<file path="config.mk">
export PLATFORM = sky130hd
export DESIGN_NAME = alu_seq_ctrl_flat
export DESIGN_NICKNAME = d
export VERILOG_FILES = /design/src/rtl/alu_seq_ctrl_if.sv /design/src/rtl/alu_seq_ctrl.sv /design/src/flat_wrapper.sv
export SDC_FILE = /design/constraint.sdc
export NUM_CORES = 1
export LEC_CHECK = 0
export ABC_CLOCK_PERIOD_IN_PS = 1470
export BUFFER_PORTS_ARGS = -buffer_cell sky130_fd_sc_hd__buf_2
export CAP_MARGIN = 20
export CORE_MARGIN = 1
export CORE_UTILIZATION = 40
export CTS_CLUSTER_SIZE = 10
export DETAILED_ROUTE_END_ITERATION = 10
export HOLD_SLACK_MARGIN = 0.12
export PLACE_DENSITY = 0.73
export SLEW_MARGIN = 30
export SYNTH_ARGS = -nofsm -noshare
export SYNTH_HDL_FRONTEND = slang
export SYNTH_SLANG_ARGS = --single-unit
export TNS_END_PERCENT = 30
</file>
<file path="constraint.sdc">
create_clock -name clk -period 1.47 [get_ports clk]
set_input_delay 0.2205 -clock clk [delete_from_list [all_inputs] [get_ports clk]]
set_output_delay 0.2205 -clock clk [all_outputs]
set_load 0.1 [all_outputs]
</file>
<file path="src/rtl/alu_seq_ctrl_if.sv">
// Operand/function request, ALU drive/return and display-status bundle for alu_seq_ctrl.
// The master side requests operations and supplies the ALU result; the slave is the sequencer.
interface alu_seq_ctrl_if #(
    parameter int width = 6
);
    logic                 start;
    logic [width-1:0]     a_in;
    logic [width-1:0]     b_in;
    logic [1:0]           func_in;
    logic [width-1:0]     alu_a;
    logic [width-1:0]     alu_b;
    logic [1:0]           alu_func;
    logic [2*width-1:0]   alu_result;
    logic                 alu_ovf;
    logic [2*width-1:0]   result;
    logic                 err;
    logic                 busy;
    logic                 done;
    logic                 show_operands;

    modport master (
        output start, a_in, b_in, func_in, alu_result, alu_ovf,
        input  alu_a, alu_b, alu_func, result, err, busy, done, show_operands
    );

    modport slave (
        input  start, a_in, b_in, func_in, alu_result, alu_ovf,
        output alu_a, alu_b, alu_func, result, err, busy, done, show_operands
    );
endinterface

</file>
<file path="src/rtl/alu_seq_ctrl.sv">
// Latches operands on start, gives the ALU one settle cycle, registers result/overflow,
// then alternates the display between result and operand views every dwell cycles.
module alu_seq_ctrl #(
    parameter int width = 6,
    parameter int dwell = 4,
    parameter int cnt_w = 3
) (
    input  logic              clk,
    input  logic              rst,
    alu_seq_ctrl_if.slave     bus
);
    typedef enum logic [1:0] {
        IDLE     = 2'd0,
        EXEC     = 2'd1,
        SHOW_RES = 2'd2,
        SHOW_OPS = 2'd3
    } state_e;

    localparam logic [cnt_w-1:0] CNT_LAST = cnt_w'(dwell - 1);

    state_e               state_q, state_d;
    logic [width-1:0]     a_q, a_d;
    logic [width-1:0]     b_q, b_d;
    logic [1:0]           func_q, func_d;
    logic [2*width-1:0]   result_q, result_d;
    logic                 err_q, err_d;
    logic                 done_q, done_d;
    logic [cnt_w-1:0]     cnt_q, cnt_d;

    always_ff @(posedge clk) begin
        if (rst) begin
            state_q  <= IDLE;
            a_q      <= '0;
            b_q      <= '0;
            func_q   <= '0;
            result_q <= '0;
            err_q    <= 1'b0;
            done_q   <= 1'b0;
            cnt_q    <= '0;
        end else begin
            state_q  <= state_d;
            a_q      <= a_d;
            b_q      <= b_d;
            func_q   <= func_d;
            result_q <= result_d;
            err_q    <= err_d;
            done_q   <= done_d;
            cnt_q    <= cnt_d;
        end
    end

    always_comb begin
        state_d  = state_q;
        a_d      = a_q;
        b_d      = b_q;
        func_d   = func_q;
        result_d = result_q;
        err_d    = err_q;
        done_d   = 1'b0;
        cnt_d    = cnt_q;

        case (state_q)
            IDLE: begin
                if (bus.start) begin
                    a_d     = bus.a_in;
                    b_d     = bus.b_in;
                    func_d  = bus.func_in;
                    state_d = EXEC;
                end
            end
            EXEC: begin
                // start is deliberately ignored here: no re-latch and no queueing
                result_d = bus.alu_result;
                err_d    = bus.alu_ovf;
                done_d   = 1'b1;
                cnt_d    = '0;
                state_d  = SHOW_RES;
            end
            SHOW_RES, SHOW_OPS: begin
                if (bus.start) begin
                    a_d     = bus.a_in;
                    b_d     = bus.b_in;
                    func_d  = bus.func_in;
                    state_d = EXEC;
                end else if (err_q) begin
                    cnt_d   = '0;
                    state_d = SHOW_RES;
                end else if (cnt_q == CNT_LAST) begin
                    cnt_d   = '0;
                    state_d = (state_q == SHOW_RES) ? SHOW_OPS : SHOW_RES;
                end else begin
                    cnt_d   = cnt_q + 1'b1;
                end
            end
            default: state_d = IDLE;
        endcase
    end

    assign bus.alu_a         = a_q;
    assign bus.alu_b         = b_q;
    assign bus.alu_func      = func_q;
    assign bus.result        = result_q;
    assign bus.err           = err_q;
    assign bus.done          = done_q;
    assign bus.busy          = (state_q == EXEC);
    assign bus.show_operands = (state_q == IDLE) || (state_q == SHOW_OPS);
endmodule

</file>
<file path="src/flat_wrapper.sv">
// flat-port wrapper written by rule: the top's interface ports become plain ports
module alu_seq_ctrl_flat 
#(
    parameter int width = 6,
    parameter int dwell = 4,
    parameter int cnt_w = 3
)
  (clk, rst, bus_start, bus_a_in, bus_b_in, bus_func_in, bus_alu_result, bus_alu_ovf, bus_alu_a, bus_alu_b, bus_alu_func, bus_result, bus_err, bus_busy, bus_done, bus_show_operands);
  alu_seq_ctrl_if #(.width(width)) bus_i ();
  input  logic clk;
  input  logic rst;
  input wire logic [$bits(bus_i.start)-1:0] bus_start;
  input wire logic [$bits(bus_i.a_in)-1:0] bus_a_in;
  input wire logic [$bits(bus_i.b_in)-1:0] bus_b_in;
  input wire logic [$bits(bus_i.func_in)-1:0] bus_func_in;
  input wire logic [$bits(bus_i.alu_result)-1:0] bus_alu_result;
  input wire logic [$bits(bus_i.alu_ovf)-1:0] bus_alu_ovf;
  output wire logic [$bits(bus_i.alu_a)-1:0] bus_alu_a;
  output wire logic [$bits(bus_i.alu_b)-1:0] bus_alu_b;
  output wire logic [$bits(bus_i.alu_func)-1:0] bus_alu_func;
  output wire logic [$bits(bus_i.result)-1:0] bus_result;
  output wire logic [$bits(bus_i.err)-1:0] bus_err;
  output wire logic [$bits(bus_i.busy)-1:0] bus_busy;
  output wire logic [$bits(bus_i.done)-1:0] bus_done;
  output wire logic [$bits(bus_i.show_operands)-1:0] bus_show_operands;
  assign bus_i.start = bus_start;
  assign bus_i.a_in = bus_a_in;
  assign bus_i.b_in = bus_b_in;
  assign bus_i.func_in = bus_func_in;
  assign bus_i.alu_result = bus_alu_result;
  assign bus_i.alu_ovf = bus_alu_ovf;
  assign bus_alu_a = bus_i.alu_a;
  assign bus_alu_b = bus_i.alu_b;
  assign bus_alu_func = bus_i.alu_func;
  assign bus_result = bus_i.result;
  assign bus_err = bus_i.err;
  assign bus_busy = bus_i.busy;
  assign bus_done = bus_i.done;
  assign bus_show_operands = bus_i.show_operands;
  alu_seq_ctrl #(.width(width), .dwell(dwell), .cnt_w(cnt_w)) u_core (.clk(clk), .rst(rst), .bus(bus_i));
endmodule
</file>
== Yosys cells after proc, flatten, opt, wreduce, memory -nomap -nowiden ==
Cells that the tools add are included.

* Register bits: 33
* Input port bits: 30
* Output and inout bits: 30
* Word-level logic and storage cells: 35

* $add $sub $neg: 1
* Equal/unequal tests: 7
* Muxes and demuxes: 11
* Reductions and logical operators: 8

{| class="wikitable"
|+ Operators by type and width
! kind !! number
|-
| $mux 3 || 3
|-
| $mux 2 || 4
|-
| $pmux 2 s3 || 1
|-
| $pmux 3 s2 || 1
|-
| $reduce_and 2->1 || 3
|-
| $eq 2x2->1 const B || 2
|-
| $ne 2x2->1 const B || 2
|-
| $ne 4x2->1 const B || 1
|-
| $add 3x1->3 const B || 1
|-
| $eq 3x2->1 const B || 1
|-
| $reduce_or 3->1 || 1
|-
| $eq 2x1->1 const B || 1
|-
| $logic_not 2->1 || 1
|-
| $mux 1 || 2
|-
| $reduce_bool 2->1 || 1
|-
| $reduce_or 2->1 || 1
|-
| $logic_or 1x1->1 || 1
|}

== Longest topological paths before layout ==
* Depth in word-level cells: 6
* Gate-level depth with buffers: 7
* Depth with buffers taken out: 6

== Least setup slack after synthesis ==
OpenSTA, ideal clock, no wires.

* Kind: register -> register
* Start: register u_core.state_q[1]
* End: register u_core.a_q[2] (netlist: u_core.bus.alu_a[2])
* Library setup time: 0.071 ns
* Arrival time: 2.069 ns
* Data required time: 1.399 ns
* Path slack: -0.670 ns
* Cell stages (with the launch flop): 8
* Buffers on the path: 2
* Period minus slack after synthesis: 2.140 ns
* Cells stage by stage: dfxtp_1 -> inv_1 -> ha_1 -> buf_4 -> nand2b_2 -> buf_2 -> nand2_1 -> a21oi_1

* Longest elaborated chain between the ends: 3
* Elaborated cells on any way between the ends: 5
* Classes of those cells: eq/ne (2); reduce/logical (3)

{| class="wikitable"
|+ Ends and longest elaborated chain
! item !! RTL line !! source
|-
| start: declaration || alu_seq_ctrl.sv:21 || <nowiki>state_e state_q, state_d;</nowiki>
|-
| start signal: assignment || alu_seq_ctrl.sv:41 || <nowiki>state_q <= state_d;</nowiki>
|-
| $eq 2x2->1 or $logic_not 2->1 (tied branches) || alu_seq_ctrl.sv:62 || <nowiki>case (state_q)</nowiki>
|-
| $reduce_or 3->1 (no source line) * || - ||
|-
| $reduce_and 2->1 (no source line) * || - ||
|-
| end signal: assignment || alu_seq_ctrl.sv:33 || <nowiki>a_q <= '0;</nowiki>
|-
| end signal: assignment || alu_seq_ctrl.sv:42 || <nowiki>a_q <= a_d;</nowiki>
|-
| end: declaration || alu_seq_ctrl.sv:22 || <nowiki>logic [width-1:0] a_q, a_d;</nowiki>
|}

Mark *: on every way between the ends. The rest lies on a longest branch, timed or not.
A chain may end at the register's enable or synchronous reset.

== Final worst setup path ==
* Start: register u_core.state_q[1]
* End: output port bus_show_operands

* Longest elaborated chain between the ends: 2
* Elaborated cells on any way between the ends: 3
* Classes of those cells: eq/ne (1); reduce/logical (2)

{| class="wikitable"
|+ Ends and longest elaborated chain
! item !! RTL line !! source
|-
| $eq 2x2->1 or $logic_not 2->1 (tied branches) || alu_seq_ctrl.sv:106 || <nowiki>assign bus.show_operands = (state_q == IDLE) || (state_q == SHOW_OPS);</nowiki>
|-
| $logic_or 1x1->1 * || alu_seq_ctrl.sv:106 ||
|-
| end: declaration || flat_wrapper.sv:25 || <nowiki>output wire logic [$bits(bus_i.show_operands)-1:0] bus_show_operands;</nowiki>
|}

Marks and branches as above.

==> results.py <==
metrics = {
    "timing": {
        "max_slew.worst_pin.slew_ns": 0.494,
        "max-slew-margin-rel": 0.673,
        "fin_crit_sh": 0.965,
        "slew_violations": 0,
        "fmax_ghz": 0.705,
        "finClkSkew_ns": 0.00414,
        "finalCriticalPeriod_ns": 1.42,
        "setup_viol": 0,
        "fin_hold_ws_ns": 0.136,
        "fin_setup_tns_ns": 0,
        "hold_viol": 0,
    },
    "yosys": {
        "yosysWarningCount": 0,
        "yosysUniqueCellTypes": 21,
        "yosys-top-cells-count": "dfxtp_1 (33), nand2_1 (29), nor2_1 (20)",
        "syn_avg_cell_area_sq_um": 8.98,
        "synth_cells": 145,
        "synthArstFlopShare": 0,
        "yosysTopAreaCell": "dfxtp_1",
        "synth_most_common_cell": "dfxtp_1",
        "synth_edf_count": 0,
        "synth_area_leaders": "dfxtp_1 (51%), mux2i_1 (12%), nand2_1 (8.4%), a21oi_1 (6.1%), nor2_1 (5.8%)",
        "synthesis.nets": 180,
        "synth_area_sq_um": 1300,
        "seq_area_frac_synth": 0.507,
        "synthFlopType": "dfxtp_1",
        "synth-seq-cells": 33,
        "synth_top_area_share": 0.507,
    },
    "routing": {
        "drt_pass1_iterations": 4,
        "drtIter0Drc": 60,
        "routed_wl_um": 3030,
        "drcViolationCount": 0,
        "wl_per_cell_um": 11.0,
        "vias": 1261,
        "via_per_inst": 4.57,
        "ant_nets": 0,
    },
    "setup_path": {
        "worstPathMaxFanout": 2,
        "path_class": "flop to output port",
        "crit_path_end_kind": "output port",
        "cp-start-kind": "flop",
        "worstPathRequired_ns": 1.25,
        "crit_arrival_ns": 1.20,
    },
    "grt": {
        "grt.total_usage": 0.183,
        "grt_max_degree": 33,
        "grt_overflow": 0,
        "grt_pass1_wl_um": 4730,
        "antenna_found_initial": 0,
        "grt_pass1_vias": 1172,
    },
    "clock_tree": {
        "htreeDepth": 2,
        "cts_sinks": 33,
        "clock_latency_ns": 0.33,
        "cts_buffer_depth": 2,
        "cts_tree": "yes",
        "cts_root_buffer": "clkbuf_4",
        "cts_buffers": 5,
        "clkTransAtPathRegs_ns": 0.10,
    },
    "floorplanning": {
        "io_pins": 60,
        "die_y_um": 59.1,
        "die_area_sq_um": 3490,
        "core_area_sq_um": 3080,
        "dieWidth_um": 59.1,
        "num_rows": 20,
        "start_util": 0.423,
    },
    "final_layout": {
        "fillCellCount": 259,
        "drive_gt1_frac": 0.353,
        "regArea_sq_um": 669,
        "layout.nets": 266,
        "area_delta_synth_final_pct": 53.3,
        "diodes": 0,
        "multi_input_area_sq_um": 611,
        "fin_util": 0.649,
    },
    "place": {
        "gp_congestion": 0.698,
        "portBuffers": 59,
        "place_hpwl_um": 1780,
    },
    "pwr": {
        "leakagePower_nw": 0.931,
        "p_seq_frac": 0.303,
        "p_comb_frac": 0.570,
        "p_sw_frac": 0.514,
        "powerDensity_nw_per_um2": 1860,
        "irDropWorstVdd_uv": 939,
        "power.net_switching_mw": 1.91,
        "power_mw": 3.72,
        "p_int_mw": 1.81,
        "power_frac_clock": 0.126,
    },
    "worst_hold_path": {
        "worstHoldPathType": "primary input to flop",
    },
    "run_status": {
        "status": "finished, final reports clean",
    },
    "run": {
        "drv_cap": 0,
    },
}
[power groups by stage]
stage / logic, mW / registers [mW] / clock network (mW)
after floorplan: 0.779 / 2.02 / 0
after CTS: 2.12 / 1.13 / 0.500
after detailed placement: 2.00 / 1.16 / 0
after global placement: 1.99 / 1.16 / 0
after global routing: 2.23 / 1.14 / 0.533
final: 2.12 / 1.13 / 0.470
[path summary, 6_finish.rpt]
kind                     startpoint                     end  slack, ns  cells after the start
max               u_core.state_q[1]       bus_show_operands       0.05                      4
min               bus_alu_result[0]    u_core.bus.result[0]       0.14                      3
max reg2reg       u_core.state_q[1]         u_core.cnt_q[1]       0.08                      6
min reg2reg  u_core.bus.alu_func[0]  u_core.bus.alu_func[0]       0.46                      2
[worst max-delay path, stage by stage (launching register included)]
cell     delay [ns]
dfxtp_4        0.37
inv_4          0.05
ha_4           0.23
inv_2          0.06
buf_12         0.16
[state kept, by name, indices dropped and copies added (netlist names)]
name and cells:
u_core.bus.alu_a 6, u_core.state_q 2, u_core.bus.result 12, u_core.bus.err 1, u_core.cnt_q 3, u_core.bus.done 1, u_core.bus.alu_func 2, u_core.bus.alu_b 6
[layout make-up]
cell class,count,area share
Sequential cell,33,0.335
Multi-Input combinational cell,100,0.306
Timing Repair Buffer,87,0.297
Tap cell,44,0.0276
Clock buffer,6,0.0207
Inverter,4,0.00877
Clock inverter,2,0.00501
[cells in the final DEF (no fill, tap or decap), drive strengths merged]
cell type    instances
buf                 64
o21ai                3
mux2i               15
nand2b               3
or4                  1
nor2                20
clkinv               2
and2b                1
nor3b                3
inv                  4
o21bai               1
nor2b                1
dlygate4sd3         23
nand2               29
clkbuf               6
ha                   5
a32oi                1
dfxtp               33
a31oi                1
a21oi               16
[metal layers]
layer	GRT usage	up-vias	wire, um
li1	-	651	-
met1	0.192	550	1270
met2	0.321	54	1490
met3	0.0852	6	226
met4	0.0612	0	39
met5	0	-	0
[cell families (layout without fill, tap and decap cells)]
kind of cell               Yosys count  count (layout)  synth area share
AOI/OAI and AO/OA                   22              22            0.0903
adders and majority gates            5               5            0.0480
DFF                                 33              33             0.507
muxes                               15              15             0.115
and+or+nand+nor                     58              58             0.192
buffers and inverters               12              99            0.0471
[repair_timing]
| action | CTS | global route |
|---|---|---|
| setup endpoints to repair | 2 | 2 |
| hold buffers | 23 | 0 |
| pin swaps | 1 | 0 |
| endpoints found under the hold margin | 23 | 0 |
| gates resized for setup | 4 | 1 |
| buffers inserted | 4 | 0 |
| gates cloned | 0 | 0 |
[metrics by stage]
step	worst slack [ns]	instances	instance area, sq um
6_report	0.0517	276	2000
5_1_grt	-0.0164	276	2000
4_1_cts	0.0265	276	1990
3_5_place_dp	0.136	242	1690
3_3_place_gp	0.159	242	1690
2_1_floorplan	-0.0608	145	1330
Note: power is estimated with default switching activity, not from simulation.
